File: config.mk
export PLATFORM = sky130hd
export DESIGN_NAME = mem_stage
export DESIGN_NICKNAME = d
export VERILOG_FILES = /design/src/rtl/mem_stage.sv
export SDC_FILE = /design/constraint.sdc
export NUM_CORES = 1
export LEC_CHECK = 0
export CELL_PAD_IN_SITES_DETAIL_PLACEMENT = 0
export CELL_PAD_IN_SITES_GLOBAL_PLACEMENT = 2
export CORE_MARGIN = 2
export CORE_UTILIZATION = 24
export DETAILED_ROUTE_END_ITERATION = 8
export PLACE_DENSITY = 0.86
export SYNTH_ARGS = -nofsm -noshare
export SYNTH_HDL_FRONTEND = slang
export SYNTH_SLANG_ARGS = --single-unit
File: constraint.sdc
create_clock -name clk -period 2.2 [get_ports clk]
set_input_delay 0.44 -clock clk [delete_from_list [all_inputs] [get_ports clk]]
set_output_delay 0.44 -clock clk [all_outputs]
set_load 0.05 [all_outputs]
File: src/rtl/mem_stage.sv
// Memory access stage: issues one load/store at a time to the data memory,
// stalls upstream while the access is outstanding and produces a registered writeback slot.
module mem_stage #(
    parameter int unsigned WAIT_LIMIT = 32'd0
) (
    input  logic        clk,
    input  logic        rst,
    input  logic        in_valid,
    input  logic        in_load,
    input  logic        in_store,
    input  logic [2:0]  in_funct3,
    input  logic [31:0] in_addr,
    input  logic [31:0] in_wdata,
    input  logic [31:0] in_result,
    input  logic [4:0]  in_rd,
    input  logic        in_regwrite,
    input  logic        flush,
    output logic        mem_stall,
    output logic [31:0] dmem_addr,
    output logic        dmem_read,
    output logic        dmem_write,
    output logic [3:0]  dmem_rmask,
    output logic [3:0]  dmem_wmask,
    output logic [31:0] dmem_wdata,
    input  logic [31:0] dmem_rdata,
    input  logic        dmem_resp,
    output logic        wb_valid,
    output logic        wb_we,
    output logic [4:0]  wb_rd,
    output logic [31:0] wb_data,
    output logic        wb_fault
);

    typedef enum logic [0:0] {IDLE = 1'b0, BUSY = 1'b1} state_t;

    localparam int unsigned CW = (WAIT_LIMIT > 32'd1) ? $clog2(WAIT_LIMIT) : 1;
    localparam logic [CW-1:0] LIMIT_M1 = CW'((WAIT_LIMIT > 32'd0) ? WAIT_LIMIT - 32'd1 : 32'd0);

    function automatic logic is_misaligned(input logic [2:0] funct3, input logic [1:0] off);
        logic bad;
        case (funct3[1:0])
            2'b00:   bad = 1'b0;
            2'b01:   bad = off[0];
            2'b10:   bad = (off != 2'b00);
            default: bad = 1'b1;
        endcase
        return bad;
    endfunction

    function automatic logic [3:0] byte_mask(input logic [2:0] funct3, input logic [1:0] off);
        logic [3:0] base;
        case (funct3[1:0])
            2'b00:   base = 4'b0001;
            2'b01:   base = 4'b0011;
            2'b10:   base = 4'b1111;
            default: base = 4'b0000;
        endcase
        return base << off;
    endfunction

    function automatic logic [31:0] load_extend(input logic [2:0] funct3, input logic [31:0] data);
        logic [31:0] ext;
        case (funct3)
            3'b000:  ext = {{24{data[7]}}, data[7:0]};
            3'b001:  ext = {{16{data[15]}}, data[15:0]};
            3'b100:  ext = {24'd0, data[7:0]};
            3'b101:  ext = {16'd0, data[15:0]};
            default: ext = data;
        endcase
        return ext;
    endfunction

    state_t         state_r, state_nxt_s;
    logic [CW-1:0]  cnt_r;
    logic           kill_r;
    logic [31:0]    addr_r, wdata_r;
    logic [3:0]     mask_r;
    logic           store_r, we_r;
    logic [2:0]     funct3_r;
    logic [4:0]     rd_r;
    logic [1:0]     off_r;

    logic           busy_s, mem_op_s, misal_s, accept_s, timeout_s, kill_now_s;
    logic [31:0]    load_data_s;

    assign busy_s      = (state_r == BUSY);
    assign mem_op_s    = in_valid & ~flush & (in_load | in_store);
    assign misal_s     = is_misaligned(in_funct3, in_addr[1:0]);
    // rst gates the accept so no stall can be raised while reset is held
    assign accept_s    = rst & ~busy_s & mem_op_s & ~misal_s;
    assign timeout_s   = (WAIT_LIMIT != 32'd0) && busy_s && !dmem_resp && (cnt_r == LIMIT_M1);
    assign kill_now_s  = kill_r | flush;
    assign load_data_s = load_extend(funct3_r, dmem_rdata >> {off_r, 3'b000});

    // Next state and memory-side / stall outputs
    always_comb begin
        state_nxt_s = state_r;
        mem_stall   = 1'b0;
        dmem_read   = 1'b0;
        dmem_write  = 1'b0;
        dmem_rmask  = 4'b0000;
        dmem_wmask  = 4'b0000;
        dmem_addr   = addr_r;
        dmem_wdata  = wdata_r;
        case (state_r)
            IDLE: begin
                if (accept_s) begin
                    state_nxt_s = BUSY;
                    mem_stall   = 1'b1;
                end else begin
                    state_nxt_s = IDLE;
                end
            end
            BUSY: begin
                dmem_read  = ~store_r;
                dmem_write = store_r;
                dmem_rmask = store_r ? 4'b0000 : mask_r;
                dmem_wmask = store_r ? mask_r : 4'b0000;
                if (dmem_resp || timeout_s) begin
                    state_nxt_s = IDLE;
                end else begin
                    mem_stall = 1'b1;
                end
            end
            default: state_nxt_s = IDLE;
        endcase
    end

    // State register, wait counter and sticky kill bit
    always_ff @(posedge clk or negedge rst) begin
        if (!rst) begin
            state_r <= IDLE;
            cnt_r   <= '0;
            kill_r  <= 1'b0;
        end else begin
            state_r <= state_nxt_s;
            if (accept_s) begin
                cnt_r <= '0;
            end else if (busy_s) begin
                cnt_r <= cnt_r + CW'(1);
            end
            if (busy_s && !dmem_resp && !timeout_s) begin
                kill_r <= kill_r | flush;
            end else begin
                kill_r <= 1'b0;
            end
        end
    end

    // Request latches captured on accept; BUSY drives memory only from these
    always_ff @(posedge clk or negedge rst) begin
        if (!rst) begin
            addr_r   <= 32'd0;
            wdata_r  <= 32'd0;
            mask_r   <= 4'd0;
            store_r  <= 1'b0;
            we_r     <= 1'b0;
            funct3_r <= 3'd0;
            rd_r     <= 5'd0;
            off_r    <= 2'd0;
        end else if (accept_s) begin
            addr_r   <= {in_addr[31:2], 2'b00};
            wdata_r  <= in_wdata << {in_addr[1:0], 3'b000};
            mask_r   <= byte_mask(in_funct3, in_addr[1:0]);
            store_r  <= in_store;
            we_r     <= ~in_store & in_regwrite & (in_rd != 5'd0);
            funct3_r <= in_funct3;
            rd_r     <= in_rd;
            off_r    <= in_addr[1:0];
        end
    end

    // Writeback slot; rd and data hold whenever the slot is not filled
    always_ff @(posedge clk or negedge rst) begin
        if (!rst) begin
            wb_valid <= 1'b0;
            wb_we    <= 1'b0;
            wb_rd    <= 5'd0;
            wb_data  <= 32'd0;
            wb_fault <= 1'b0;
        end else if (busy_s) begin
            if ((dmem_resp || timeout_s) && !kill_now_s) begin
                wb_valid <= 1'b1;
                wb_rd    <= rd_r;
                wb_fault <= timeout_s;
                wb_we    <= we_r & ~timeout_s;
                if (!timeout_s) begin
                    wb_data <= store_r ? 32'd0 : load_data_s;
                end
            end else begin
                wb_valid <= 1'b0;
                wb_we    <= 1'b0;
                wb_fault <= 1'b0;
            end
        end else if (in_valid && !flush) begin
            if (in_load || in_store) begin
                wb_valid <= misal_s;
                wb_fault <= misal_s;
                wb_we    <= 1'b0;
                if (misal_s) begin
                    wb_rd <= in_rd;
                end
            end else begin
                wb_valid <= 1'b1;
                wb_fault <= 1'b0;
                wb_we    <= in_regwrite & (in_rd != 5'd0);
                wb_rd    <= in_rd;
                wb_data  <= in_result;
            end
        end else begin
            wb_valid <= 1'b0;
            wb_we    <= 1'b0;
            wb_fault <= 1'b0;
        end
    end

endmodule

# == Word level (Yosys, flattened, before mapping) ==
# Index checks and enable logic that the tools add are counted.
# totals
register_bits,120
input_bits,144
output_inout_bits,115
elab_cells,90
# op_classes
n_eq_ne,8
n_shift,3
mux,35
n_bitwise,15
reduce_logical,14
# op_table
op,n
two-way mux 32 bit,5
one-hot mux 32 bit (4 select lines),1
left shift 32 x 5 -> 32 bit,1
>> shifter 32 x 5 -> 32 bit,1
two-way mux 5 bit,5
two-way mux 4 bit,5
two-way mux 1 bit,16
one-hot mux 4 bit (3 select lines),1
AND 1 bit,8
equality test 3 bit (second input constant),2
AND reduction 3 bit,2
inverter 1 bit,5
nonzero test 5 bit,1
nonzero test 2 bit,2
left shift 4 x 2 -> 4 bit,1
equality test 3 x 1 -> 1 bit (second input constant),1
logical AND 1 bit,3
zero test 1 bit,3
zero test 3 bit,1
inequality test 3 bit (second input constant),1
one-hot mux 1 bit (3 select lines),1
equality test 2 x 1 -> 1 bit (second input constant),1
equality test 2 bit (second input constant),1
zero test 2 bit,1
other kinds (5),6

# == Longest topological paths before layout ==
# logic_depth
depth_word,7
mapped_depth,9
ltp_nobuf,6

# == Worst setup path before layout ==
# Ideal clock, no wire load.
# synth_timing
kind,input port to output port
from,input port in_funct3[0]
to,output port mem_stall
t_arrival_ns,2.162
t_required_ns,1.760
setup_slack_ns,-0.402
stages,9
n_path_buf,3
path_cell_list,inv_1 ha_1 or2_2 a21oi_1 and3_1 buf_6 buf_12 buf_8 o21bai_1
# synth_between
elab_chain_cells,6
# synth_rtl
element,line_no,text
"start, declared",11,"input logic [2:0] in_funct3,"
"equality test 2 bit, or another cell as far along",41,case (funct3[1:0])
one-hot mux 1 bit (3 select lines) (*),41,
inverter 1 bit (*),90,assign accept_s = rst & ~busy_s & mem_op_s & ~misal_s;
AND 1 bit (*),90,
two-way mux 1 bit (*),107,if (accept_s) begin
one-hot mux 1 bit (2 select lines) (*),105,case (state_r)
"end, declared",18,"output logic mem_stall,"
# Mark *: on every way between the ends. The rest lies on a longest branch, timed or not.

# == Worst setup path in the final report ==
# layout_timing
from,input port in_addr[1]
to,output port mem_stall
# layout_between
elab_chain_cells,6
# layout_rtl
element,line_no,text
"start, declared",12,"input logic [31:0] in_addr,"
nonzero test 2 bit,44,2'b10: bad = (off != 2'b00);
one-hot mux 1 bit (3 select lines),41,
inverter 1 bit,90,
AND 1 bit,90,
two-way mux 1 bit,107,
one-hot mux 1 bit (2 select lines),105,
# No other way between the ends.

==> impl_metrics.ini <==
[status]
outcome = completed

[sta]
clock-skew-final_ns = 0.00768
tightestPinTransition_ns = 0.845
setup_viol = 0
hold_viol_final = 0
slew-limit-headroom_pct = 43.6
slew_viol_final = 0
fin_crit_ns = 2.19
timing.fmax_mhz = 457
post-route-period-util_pct = 99.5
rsz0062_at_grt = true

[cells_and_area]
design_area_sq_um = 10100
area_growth_pct = 65.1
finalNetCount = 967
fill_cells = 2508
drive_above_1_share_pct = 25.3

[die]
start_util_pct = 24.4
num_rows = 58
ioPinCount = 259
die-area_sq_um = 26900
fp.dieH_microns = 164
coreArea_sq_um = 25100
die_w_microns = 164

[yosys]
syn_area_per_cell_sq_um = 11.6
synth_top_cell_by_area = dfrtp_1
synth.ff_latch_count = 120
ys.flop_type = dfrtp_1
yosys_warnings = 0
netlist_top_cells_area = dfrtp_1, mux2_2, mux2i_1
synth_edf_count = 0
yosysUniqueCellTypes = 48
syn_inst = 531
synth_area_sq_um = 6130
yosysSeqAreaShare_pct = 48.9
postSynth.asyncResetShare_pct = 100
synth_top_area_share_pct = 48.9

[drt]
first_pass_iters = 6
wirelength_mm = 21.5
drc = 0
vias_per_cell = 4.48
wl_per_cell_microns = 18.4
ant_nets = 0
drt_iter0_drc = 290
vias = 5229

[placement]
place_area_sq_um = 9420
portBuffers = 256
place_hpwl_mm = 16.4
gp_congestion = 0.793

[critical_path]
cp_max_fo = 2
cp-end-kind = primary output
cpMaxStageDelayCell = clkdlybuf4s50_1
path_cells = clkdlybuf4s50_1 > a21o_1 > a21oi_4 > and3_4 > o21bai_4 > buf_12
cpPeakStageDelay_ns = 0.45
worstSetupPathType = primary input to primary output
required_ns = 1.76
crit_path_start_kind = primary input
r2r_slack_ns = 0.22
crit_arrival_ns = 1.75

[global_route]
grtUsageTotal_pct = 15.9
grt_max_degree = 121
grt_pass1_vias = 5396
grt_pass1_wl_mm = 32.3
grt_overflow = 0
antenna_found_initial = 2

[pwr]
power.density_nw_per_um2 = 1110
finalPower_w = 0.0112
peakVddDrop_uv = 625
leakage_nw = 4.17

[cts]
cts.path.max_buffers = 2
root_buffer = clkbuf_16
clock-sinks = 120
htree_levels = 4
cts_tree = yes
cts.clk_slew.worst_paths_ns = 0.06
cts_buffers = 17
cts_hold_buffers = 0
insertion_delay_ns = 0.41

[run]
drv_cap = 0

[min_path]
hold_path.class = primary input to async pin
## cells in the final DEF, fill, tap and decap left out, types with 2 or more instances in the layout
cell type and count:
o21ai_0 10, mux4_2 8, dlygate4sd2_1 2, mux2i_1 37, nor2_1 60, and3_1 4, a221oi_1 8, bufinv_16 4
and2_1 4, inv_1 15, nor3_1 3, o22ai_1 9, buf_2 2, diode_2 4, inv_6 2, clkinv_4 5
clkbuf_16 17, a22oi_1 16, a211oi_1 15, a21o_1 2, clkdlybuf4s50_1 237, conb_1 2, mux2_2 87, dfrtp_1 120
buf_4 47, nand2_1 19, nor2b_1 13, buf_6 2, a21oi_1 32, buf_12 18
## worst paths after layout
kind	cells past startpoint	to	start
max reg2reg	7	dmem_addr[8]$_DFFE_PN0P_	busy_s$_DFF_PN0_
max in group asynchronous	2	rd_r[4]$_DFFE_PN0P_	rst
max	6	mem_stall	in_addr[1]
min	2	dmem_wdata[5]$_DFFE_PN0P_	rst
min reg2reg	2	wb_we$_DFF_PN0_	we_r$_DFFE_PN0P_
min in group clk	3	funct3_r[1]$_DFFE_PN0P_	in_funct3[1]
## routing by layer
| metal | GRT usage, % | vias up | share of wire (%) | routed length, microns |
|---|---|---|---|---|
| li1 | - | 2503 | - | - |
| met1 | 21.1 | 2555 | 44 | 9440 |
| met2 | 25.2 | 146 | 50 | 10700 |
| met3 | 2.65 | 25 | 3.8 | 825 |
| met4 | 8.01 | 0 | 2.5 | 548 |
| met5 | 0 | - | 0 | 0 |
## critical path, delay by kind of cell
| kind | cells | cell delay (ns) |
|---|---|---|
| compound gates | 3 | 0.50 |
| simple gates | 1 | 0.20 |
| buf+inv | 2 | 0.60 |
## power breakdown
part | switching (W) | internal (W) | total [W]
Combinational | 0.00307 | 0.00192 | 0.00499
Sequential | 0.000366 | 0.00284 | 0.00320
Clock | 0.00109 | 0.00194 | 0.00303
## state kept, by name, indices dropped and copies added, names as in the netlist
register / cells
store_r: 1
dmem_addr: 30
busy_s: 1
wb_data: 32
we_r: 1
wb_rd: 5
wb_we: 1
mask_r: 4
dmem_wdata: 32
off_r: 2
wb_fault: 1
kill_r: 1
funct3_r: 3
wb_valid: 1
rd_r: 5
## kinds of logic (layout without fill, tap and decap cells)
logic type      Yosys count  in the layout  synth area share [%]
buf+inv                  55            356                  5.26
fa+ha+maj                 3              3                 0.612
mux                     132            132                  24.9
compound gates          101            101                  11.0
simple gates            119            119                  9.14
other cells               1              6                0.0611
flops                   120            120                  48.9
## metrics by stage
stage	hold WS, ns	utilization [%]	setup slack (ns)	cells	TNS [ns]
final	0.160	40.3	0.0118	1167	0
after global routing	0.228	40.3	-0.0198	1165	-0.0198
after CTS	0.195	40.2	0.00843	1162	0
after detailed placement	0.489	37.5	-0.518	1128	-37.09
after global placement	0.477	37.5	-0.501	1128	-36.04
after floorplan	0.144	-	-0.168	532	-0.185
## cell usage after synthesis (2+ instances only)
master,n
dfrtp_1,120
mux2_2,87
nor2_1,62
mux2i_1,37
a21oi_1,33
nand2_1,19
a22oi_1,16
a211oi_1,15
inv_1,15
nor2b_1,13
clkbuf_1,12
o21ai_0,10
o22ai_1,9
a221oi_1,8
buf_6,8
mux4_2,8
buf_2,7
and3_1,5
buf_4,5
and2_1,4
buf_1,4
nor3_1,4
ha_1,3
a21o_1,2
or2_2,2
## layout make-up
type	instances	area (sq um)	share of cell area, %
clock inverters	13	194	1.91
multi-input cells	357	2870	28.4
diodes	4	10.0	0.0988
clock buffers	19	443	4.37
well taps	330	413	4.08
repair buffers	308	3140	30.9
flip-flops and latches	120	3000	29.6
inverters	16	60.1	0.593
## timing repair
item / 4_1_cts / 5_1_grt
gates resized for setup: 16 / 6
setup buffers: 2 / 1
setup endpoints to repair: 73 / 6
pin swaps: 7 / 2
(Power assumes the default switching activity.)
